## config.mk

```make
export PLATFORM = sky130hd
export DESIGN_NAME = led_pwm_ctrl
export DESIGN_NICKNAME = d
export VERILOG_FILES = /design/src/rtl/led_pwm_ctrl.sv
export SDC_FILE = /design/constraint.sdc
export NUM_CORES = 1
export LEC_CHECK = 0
export CORE_UTILIZATION = 55
export DETAILED_ROUTE_END_ITERATION = 6
export GPL_TIMING_DRIVEN = 0
export PLACE_DENSITY_LB_ADDON = 0.1
export SLEW_MARGIN = 20
export SYNTH_ARGS = -nofsm -noshare
export SYNTH_HDL_FRONTEND = slang
export SYNTH_SLANG_ARGS = --single-unit
```

## constraint.sdc

```tcl
create_clock -name clk -period 6.65 [get_ports clk]
set_clock_uncertainty 0.1 [all_clocks]
set_input_delay 1.6625 -clock clk [delete_from_list [all_inputs] [get_ports clk]]
set_output_delay 1.6625 -clock clk [all_outputs]
set_load 0.05 [all_outputs]
```

## src/rtl/led_pwm_ctrl.sv

```systemverilog
// Memory-mapped four-channel LED PWM controller: word-store decode into a
// double-buffered duty window, shared prescaler/period counter, registered outputs.
module led_pwm_ctrl #(
  parameter logic [31:0] BASE_ADDR = 32'hFFFF_FFF0,
  parameter int unsigned PRESCALE  = 188
) (
  input  logic        clk,
  input  logic        reset,
  input  logic        mem_write,
  input  logic [31:0] addr,
  input  logic [31:0] write_data,
  input  logic [3:0]  byte_en,
  output logic [31:0] read_data,
  output logic        led,
  output logic        red,
  output logic        green,
  output logic        blue
);

  localparam int unsigned PW = (PRESCALE > 1) ? $clog2(PRESCALE) : 1;
  localparam logic [PW-1:0] PRE_LOAD = PW'(PRESCALE - 1);

  // Prescaler runs as a down-counter; terminal count zero marks the count step.
  logic [PW-1:0] pre_left;
  logic [7:0]    cnt;
  logic [7:0]    shadow [4];
  logic [7:0]    active [4];
  logic [3:0]    pwm_q;
  logic          hit;
  logic          tick;
  logic          boundary;
  logic          wr_en;
  logic [1:0]    ch;
  logic          unused_bits;

  assign hit      = (addr[31:4] == BASE_ADDR[31:4]);
  assign ch       = addr[3:2];
  assign wr_en    = mem_write && hit && byte_en[0];
  assign tick     = (pre_left == '0);
  assign boundary = tick && (cnt == 8'hFF);

  assign unused_bits = ^{addr[1:0], byte_en[3:1], write_data[31:8]};

  always_ff @(posedge clk) begin
    if (reset) begin
      pre_left  <= PRE_LOAD;
      cnt       <= 8'd0;
      read_data <= 32'd0;
      pwm_q     <= 4'd0;
      for (int i = 0; i < 4; i++) begin
        shadow[i] <= 8'd0;
        active[i] <= 8'd0;
      end
    end else begin
      pre_left <= tick ? PRE_LOAD : pre_left - PW'(1);
      if (tick) begin
        cnt <= cnt + 8'd1;
      end
      if (wr_en) begin
        shadow[ch] <= write_data[7:0];
      end
      // active samples shadow before any same-cycle write lands
      if (boundary) begin
        for (int i = 0; i < 4; i++) begin
          active[i] <= shadow[i];
        end
      end
      read_data <= hit ? {24'd0, shadow[ch]} : 32'd0;
      for (int i = 0; i < 4; i++) begin
        pwm_q[i] <= (cnt < active[i]);
      end
    end
  end

  assign led   = pwm_q[0];
  assign red   = pwm_q[1];
  assign green = pwm_q[2];
  assign blue  = pwm_q[3];

endmodule

```

# ---- After elaboration in Yosys (flattened, before gate mapping)
# Memories as Yosys holds them, arrays and structs flattened. A register that Yosys moved wholly into a read port is not among the register bits.
# Cells that the tools add are included.
dict set report totals {
  mem_count 2
  ff_bits 44
  inputBits 71
  mem_bits_rw 64
  out_inout_bits 36
  word_cells 41
}
# memory words word_bits read_ports rd_ports_with_merged_regs wr line_no
set mem_list {}
lappend mem_list {active 4 8 4 0 4 27} ;# logic [7:0] active [4];
lappend mem_list {shadow 4 8 5 1 4 26} ;# logic [7:0] shadow [4];
dict set report op_classes {
  n_lt_le_gt_ge 4
  muxes 15
  n_eq_ne 2
  reduce_logical 7
  addsub 2
  n_bitwise 5
}
# operator n
set ops {}
lappend ops {{2-to-1 mux 8 bit} 5}
lappend ops {{less-than comparator 8 bit} 4}
lappend ops {{== test 28 bit (second input constant)} 1}
lappend ops {{2-to-1 mux 1 bit} 9}
lappend ops {{adder 8 x 1 -> 8 bit (second input constant)} 1}
lappend ops {{== test 8 bit (second input constant)} 1}
lappend ops {{zero test 8 bit} 1}
lappend ops {{OR reduction 8 bit} 1}
lappend ops {{subtractor 8 x 1 -> 8 bit (second input constant)} 1}
lappend ops {{bitwise OR 1 bit} 4}
lappend ops {{OR reduction 2 bit} 2}
lappend ops {{logical AND 1 bit} 3}
lappend ops {{2-to-1 mux 2 bit} 1}
lappend ops {{NOT 1 bit} 1}

# ---- Longest topological paths before layout
# Gate-level depths: netlist (run 1).
dict set report logic_depth {
  depth_word 8
  mapped_depth 7
  ltp_nobuf 6
}

# ---- Least setup slack after synthesis (run 1)
# Ideal clock, no wire load.
dict set report synth_path {
  kind {input-to-reg}
  from {input port addr[30]}
  to {memory shadow[1][0], enable pin}
  t_required_ps 6163
  path_buffers 1
  setup_ps 387
  cell_stages 5
  path_slack_ps 2558
  arrival_time_ps 3605
  cell_sequence {nand4_1 > or4_4 > or4_4 > buf_6 > o31ai_1}
}
# item line_no
set synth_lines {}
lappend synth_lines {{from (decl)} 10} ;# input logic [31:0] addr,
lappend synth_lines {{to (decl)} 26}

==> flow_summary.toml, run 1 <==
[outcome]
status = "completed"

[die]
coreArea_um2 = 8299
die_w_um = 94.88
initial_utilization = 0.5717
die_h_um = 94.88
rows = 33
num_io_pins = 107
die_area_um2 = 9002

[synth]
synth.distinct_cells = 39
ys_ff_latch = 92
yosys_warnings = 0
ys_seq_area_frac = 0.5232
synthFlopType = "edfxtp_1"
avgSynthCellArea_um2 = 11.54
synth-edff-count = 64
synth_cells = 411
syn-cell-area_um2 = 4745
synth-async-reset-ratio = 0

[setup_path]
reg2reg_to = "active[3][5]"
path_max_fanout = 8
crit_path_start_kind = "input port"
slowest_stage = "o31ai_2"
cp.required_ps = 6540
worstSetupPathType = "input port to flop"
crit_chain = "clkdlybuf4s50_1, nand4_1, or4_4, or4_4, buf_6, o31ai_2"
slowest_delay_ps = 670
critPathCaptureType = "flop"
path_buf_inv = 2
crit_arrival_ps = 4090
ff2ff_path_depth = 7
cp_common_cell = "or4_4"
cp_top_family = "simple AND/OR/NAND/NOR gates"
rrSetupSlack_ps = 4150
r2r-start = "pre_left[0]"

[drt]
wirelength_um = 9174
route.layer.met1.wl_um = 3874
first_pass_iters = 4
ant_nets = 0
drc = 0
viasPerCell = 5.127
met3_length_um = 230
highest_layer = "met4"
wl_met2_um = 4947
post_drt_wl_per_cell_um = 15.11
vias = 3112
drt_iter0_drc = 91

[timing]
min_period_over_period = 0.6318
tightest_slew_ps = 822.9
tns_ps = 0
min_period_ps = 4202
drv_slew = 0
setup_ws_ps = 2448
max_clock_freq_mhz = 238.0
slew_headroom = 0.4481
grt_setup_unrepaired = "false"
setup_violations = 0
hold_violations = 0

[place]
preCtsSetupSlack_ps = 1808
gp_congestion = 0.8062
placement.cell_area_um2 = 5508
place_hpwl_um = 7192
port_buffers = 50

[clock_tree]
cts_tree = "yes"
clk_latency_ps = 360
clock_sinks = 92
ctsHoldBuffers = 0
post_cts_buffers = 0
root_buffer = "clkbuf_8"
numCtsBuffers = 9
path_clk_slew_ps = 90
cts-resized-gates = 0
cts_max_path_buffers = 2
h-tree-depth = 3

[grt]
grt_pass1_wl_um = 15320
groute.usage.overall = 0.2283
grt_antenna_before_repair = 0
grt.overflow.total = 0
grt_pass1_vias = 3225
grt_max_degree = 16

[cells_and_area]
finalInstanceArea_um2 = 5768
layout_commonest_cell = "edfxtp_1"
final_cell_mix = "64 x edfxtp_1, 50 x clkdlybuf4s50_1, 45 x inv_1"
utilization = 0.6950
area_delta_synth_final_pct = 21.57
drive_above_1_share = 0.1693
n_antenna_cell = 0
fin_nets = 599

[power_and_ir_drop]
p_switching_mw = 0.2824
pwr-share-seq = 0.520
power_frac_clock = 0.372
switching_share = 0.2279
intPower_mw = 0.9565
leakage_nw = 2.321
powerDensity_nw_per_um2 = 214.8
vdd_ir_drop_max_uv = 111.8
comb_power_share = 0.108

[hold_path]
holdPathEnd = "pre_left[0]"
hp-start = "pre_left[0]"
hold_path.class = "flop to flop"
hold_depth = 1

[flow_run]
maxCapViolCount = 0
[final cells by class]
cell class                      instances  area, µm²
Clock buffer                           14      195.2
Clock inverter                          2      60.06
Buffer                                 39      267.8
Tap cell                              105      131.4
Timing Repair Buffer                   52      526.8
Fill cell                             633       2531
Multi-Input combinational cell        257       1932
Inverter                               46      172.7
Sequential cell                        92       2482
[metal layers]
layer  GRT usage  vias to the layer above
met5           0                        -
met4     0.06187                        0
met3     0.04589                       11
met2      0.4209                       46
met1      0.2679                     1487
li1            -                     1568
[power groups by stage]
stage               sequential [mW]  combinational (mW)  clock (mW)
floorplan                     0.659              0.0865           0
global placement              0.657               0.129           0
detailed placement            0.657               0.134           0
CTS                           0.644               0.134       0.469
global route                  0.647               0.145       0.487
finish                        0.644               0.134       0.461
[flip-flops by register name (all words and copies together) (netlist names)]
register   flops
read_data      8
pre_left       8
shadow        32
active        32
pwm_q          4
cnt            8
[synthesized netlist by cell type (9+ instances only)]
| cell | count | area (µm²) |
|---|---|---|
| nor3_2 | 9 | 90.09 |
| edfxtp_1 | 64 | 1922 |
| dfxtp_1 | 28 | 560.5 |
| a21oi_1 | 9 | 45.04 |
| ha_1 | 31 | 387.9 |
| nand2_1 | 19 | 71.32 |
| nand4_1 | 10 | 62.56 |
| nor2b_1 | 9 | 56.30 |
| inv_1 | 45 | 168.9 |
| nor4_2 | 15 | 187.7 |
| nor2_1 | 27 | 101.4 |
| o21ai_0 | 17 | 85.08 |
| buf_4 | 24 | 180.2 |
| and2_1 | 32 | 200.2 |
[how the worst max path moves through the flow]
stage | start | end | slack, ps | cells after the start
after floorplan | addr[30] | shadow[1][0] | 2560 | 5
after global placement | pre_left[0] | active[0][6] | 1610 | 5
after detailed placement | addr[30] | shadow[1][5] | 1810 | 6
after CTS | addr[30] | shadow[1][3] | 2190 | 6
after global routing | addr[30] | shadow[1][2] | 2420 | 6
final | addr[30] | shadow[0][2] | 2450 | 6
[kinds of logic (layout without fill, tap and decap cells)]
group | count (synthesis) | after routing | share of synthesized area
xor gates and xnor gates | 8 | 8 | 0.01477
buffers and inverters | 85 | 153 | 0.09282
muxes | 9 | 9 | 0.04008
DFF | 92 | 92 | 0.5232
and+or+nand+nor | 144 | 144 | 0.1946
AOI/OAI and AO/OA | 41 | 41 | 0.05195
other | 1 | 24 | 0.0007904
adders and majority gates | 31 | 31 | 0.08175
[per-stage QoR]
stage | hold WS [ps] | cells | power (mW)
finish | 322.3 | 607 | 1.239
global route | 340.5 | 607 | 1.279
CTS | 325.0 | 607 | 1.247
global placement | 295.0 | 589 | 0.7860
floorplan | 284.1 | 434 | 0.7460
detailed placement | 304.5 | 591 | 0.7911
Note: power is estimated with default switching activity, not from simulation.
==> run 2, diff against run 1 <==
- CORE_UTILIZATION: 55 -> 51
- clock period: 6.65 -> 4.2 ns (I/O delays scaled with it)
==> flow_summary.toml, run 2 (same netlist as run 1, synthesis figures left out) <==
[outcome]
status = "completed"

[grt]
grt_antenna_before_repair = 0
grt_pass1_wl_um = 14990
groute.usage.overall = 0.2008
grt.overflow.total = 0
grt_max_degree = 17
grt_pass1_vias = 3132

[cells_and_area]
n_fill_cell = 705
n_antenna_cell = 0
final_cell_mix = "64 x edfxtp_1, 50 x clkdlybuf4s50_1, 45 x inv_1"
layout_commonest_cell = "edfxtp_1"
drive_above_1_share = 0.1733
utilization = 0.6488
finalInstanceArea_um2 = 5741
area_delta_synth_final_pct = 20.99
largestRegisters = "active x32, shadow x32"
fin_nets = 599
final_cells = 610

[clock_tree]
root_buffer = "clkbuf_8"
clock_sinks = 92
numCtsBuffers = 9
ctsHoldBuffers = 0
post_cts_buffers = 0
cts_tree = "yes"
cts_max_path_buffers = 2
clk_latency_ps = 350
cts-resized-gates = 0
h-tree-depth = 3
path_clk_slew_ps = 100

[setup_path]
crit_arrival_ps = 3450
cp_top_family = "simple AND/OR/NAND/NOR gates"
critPathCaptureType = "flop"
ff2ff_path_depth = 7
crit_chain = "clkdlybuf4s50_1, nand4_1, or4_4, or4_4, buf_6, o31ai_2"
path_buf_inv = 2
crit_path_start_kind = "input port"
critical_path_cell_count = 6
cp_common_cell = "or4_4"
cp.required_ps = 4080
path_max_fanout = 8
worstSetupPathType = "input port to flop"
rrSetupSlack_ps = 1780
slowest_delay_ps = 620
slowest_stage = "o31ai_2"

[die]
die_area_um2 = 9692
coreArea_um2 = 8848
rows = 34
num_io_pins = 107
initial_utilization = 0.5362
die_w_um = 98.45
die_h_um = 98.45

[timing]
slew_headroom = 0.4838
tns_ps = 0
min_period_over_period = 0.8492
tightest_slew_ps = 769.1
hold_violations = 0
min_period_ps = 3567
drv_slew = 0
setup_ws_ps = 633.2
setup_violations = 0
max_clock_freq_mhz = 280.4
grt_setup_unrepaired = "false"
finalHoldWorstSlack_ps = 324.0

[drt]
vias = 3069
post_drt_wl_per_cell_um = 14.49
first_pass_iters = 6
drc = 0
drt_iter0_drc = 119
viasPerCell = 5.031
wirelength_um = 8838
ant_nets = 0

[power_and_ir_drop]
leakage_nw = 2.309
power_mw = 1.888
vdd_ir_drop_max_uv = 221.5
powerDensity_nw_per_um2 = 328.9

[hold_path]
hold_depth = 1
hold_path.class = "flop to flop"

[place]
gp_congestion = 0.8377
dpl.cell_count = 594
place_hpwl_um = 7040
placement.cell_area_um2 = 5515
port_buffers = 50
preCtsSetupSlack_ps = -92.84

[flow_run]
maxCapViolCount = 0
## run 2: cell types whose count changed in the layout (fill, tap and decap cells not counted)
cell	delta
clkbuf_1	-2
clkbuf_16	-2
clkinv_2	+2
inv_6	+2
buf_6	-1
buf_8	+1
clkbuf_8	-1
clkinv_4	+1
## run 2: layout make-up
type | instances | area, µm² | share of cell area
inverters | 46 | 172.7 | 0.03008
plain buffers | 39 | 267.8 | 0.04664
flip-flops and latches | 92 | 2482 | 0.4324
repair buffers | 52 | 530.5 | 0.09241
multi-input cells | 257 | 1932 | 0.3365
clock buffers | 9 | 123.9 | 0.02158
well taps | 108 | 135.1 | 0.02354
clock inverters | 7 | 96.34 | 0.01678
## run 2: worst paths after layout
| kind | startpoint | end |
|---|---|---|
| setup / recovery | addr[30] | shadow[0][2] |
| hold / removal | pre_left[0] | pre_left[0] |
| setup reg to reg | pre_left[0] | active[3][7] |
| hold reg to reg | pre_left[0] | pre_left[0] |
## run 2: where the power goes
part           total [mW]  leakage (nW)  switching [mW]  internal, mW
registers            1.02         0.835          0.0163          1.00
logic               0.211          1.36           0.125        0.0868
clock network       0.657         0.114           0.319         0.339
## run 2: routing by layer
| layer | up-vias | global-route usage | wire length (µm) |
|---|---|---|---|
| met5 | - | 0 | 0 |
| met4 | 0 | 0.05396 | 39 |
| met3 | 6 | 0.05319 | 287 |
| met2 | 41 | 0.3537 | 4630 |
| met1 | 1451 | 0.2448 | 3880 |
| li1 | 1571 | - | - |
## run 2: worst register-to-register path: cells and delay by family, from the launching register on
kind / cells / cell delay (ps)
flip-flops: 1 / 350
buffers and inverters: 2 / 390
AND/OR/NAND/NOR: 4 / 1300
adder cells (fa/ha/maj): 1 / 140
==> run 3, diff against run 2 <==
- clock period: 4.2 -> 3.31 ns (I/O delays scaled with it)
==> flow_summary.toml, run 3 (same netlist as run 1, synthesis figures left out) <==
[cells_and_area]
largestRegisters = "active x32, shadow x32"
n_antenna_cell = 0
fin_nets = 599
final_cells = 610
final_cell_mix = "64 x edfxtp_1, 50 x clkdlybuf4s50_1, 45 x inv_1"
layout_commonest_cell = "edfxtp_1"
drive_above_1_share = 0.1733
utilization = 0.6465
n_fill_cell = 714
area_delta_synth_final_pct = 20.57

[die]
die_area_um2 = 9692
coreArea_um2 = 8848
die_w_um = 98.45
initial_utilization = 0.5362
die_h_um = 98.45
num_io_pins = 107
rows = 34

[clock_tree]
clock_sinks = 92
path_clk_slew_ps = 100
clk_latency_ps = 350
cts_tree = "yes"
post_cts_buffers = 0
root_buffer = "clkbuf_8"
cts-resized-gates = 4
numCtsBuffers = 9
ctsHoldBuffers = 0
cts_max_path_buffers = 2
h-tree-depth = 3

[setup_path]
path_max_fanout = 8
critPathCaptureType = "flop"
worstSetupPathType = "input port to flop"
slowest_delay_ps = 560
path_buf_inv = 2
crit_arrival_ps = 3050
crit_path_start_kind = "input port"
cp_common_cell = "or4_4"
cp_top_family = "simple AND/OR/NAND/NOR gates"
crit_chain = "clkdlybuf4s50_1, nand4_1, or4_4, or4_4, buf_6, o31ai_4"
slowest_stage = "or4_4"
cp.required_ps = 3200

[timing]
min_period_ps = 3162
max_clock_freq_mhz = 316.3
slew_headroom = 0.4695
setup_violations = 0
finalHoldWorstSlack_ps = 322.7
grt_setup_unrepaired = "false"
hold_violations = 0
tns_ps = 0
drv_slew = 0
min_period_over_period = 0.9552
tightest_slew_ps = 795.7

[drt]
viasPerCell = 5.003
drt_iter0_drc = 91
first_pass_iters = 6
post_drt_wl_per_cell_um = 14.50
vias = 3052
ant_nets = 0
drc = 2
wirelength_um = 8846

[power_and_ir_drop]
power_frac_clock = 0.315
pwr-share-seq = 0.567
leakage_nw = 2.291
comb_power_share = 0.118
power_mw = 2.283
switching_share = 0.2557
vdd_ir_drop_max_uv = 189.3
powerDensity_nw_per_um2 = 399.1
intPower_mw = 1.699
p_switching_mw = 0.5837

[place]
dpl.cell_count = 594
place_hpwl_um = 6971
port_buffers = 50
gp_congestion = 0.7834

[flow_run]
maxCapViolCount = 0

[grt]
groute.usage.overall = 0.1965
grt_max_degree = 17
grt_antenna_before_repair = 0
grt.overflow.total = 0
grt_pass1_vias = 2996
grt_pass1_wl_um = 14680

[outcome]
status = "finished with violations"
violations = "design-rule violations"

[hold_path]
hold_path.class = "flop to flop"
## run 3: cell count changes in the layout (fill, tap and decap cells not counted), sizes merged
cell / delta
clkbuf: +2
inv: -1
clkinvlp: +1
bufinv: -2
## run 3: cell type report
class | instances | area [µm²] | area share
clock buffer | 11 | 151.4 | 0.02647
clock inverter | 5 | 35.03 | 0.006124
inverter | 46 | 172.7 | 0.03018
tap | 108 | 135.1 | 0.02362
buffer | 39 | 267.8 | 0.04681
sequential | 92 | 2482 | 0.4339
timing repair buffer | 52 | 526.8 | 0.09208
multi-input combinational | 257 | 1949 | 0.3408
## run 3: metrics by stage
step | worst slack [ps] | instance area, µm²
finish | 148.3 | 5720
global placement | -776.9 | 5472
floorplan | 53.37 | 4836
detailed placement | -796.1 | 5512
global route | 46.38 | 5720
CTS | 148.3 | 5720
## run 3: layer usage
metal,up-vias,part of all wire,GRT usage
met5,-,0,0
met4,0,0.0037,0.06889
met3,2,0.026,0.03404
met2,54,0.52,0.3462
met1,1427,0.45,0.2448
li1,1569,-,-
## run 3: final timing paths
check            endpoint   startpoint  cells after the start  slack, ps
max          shadow[0][1]     addr[14]                      6        150
min           pre_left[0]  pre_left[0]                      1        320
max reg2reg  active[3][5]  pre_left[0]                      7        790
min reg2reg   pre_left[0]  pre_left[0]                      1        320
## run 3: power groups by stage
stage,Combinational (mW),Sequential (mW),Clock (mW)
after floorplan,0.174,1.32,0
after global placement,0.259,1.32,0
after detailed placement,0.268,1.32,0
after CTS,0.272,1.29,0.733
after global routing,0.290,1.30,0.778
final,0.270,1.29,0.719
## run 3: worst reg2reg max path, stage by stage (launching register included)
cell and delay (ps):
dfxtp_1 340, inv_1 80, ha_1 150, nor2b_1 280, nand3_2 260, nor4_2 600
clkbuf_1 340, and2_1 220
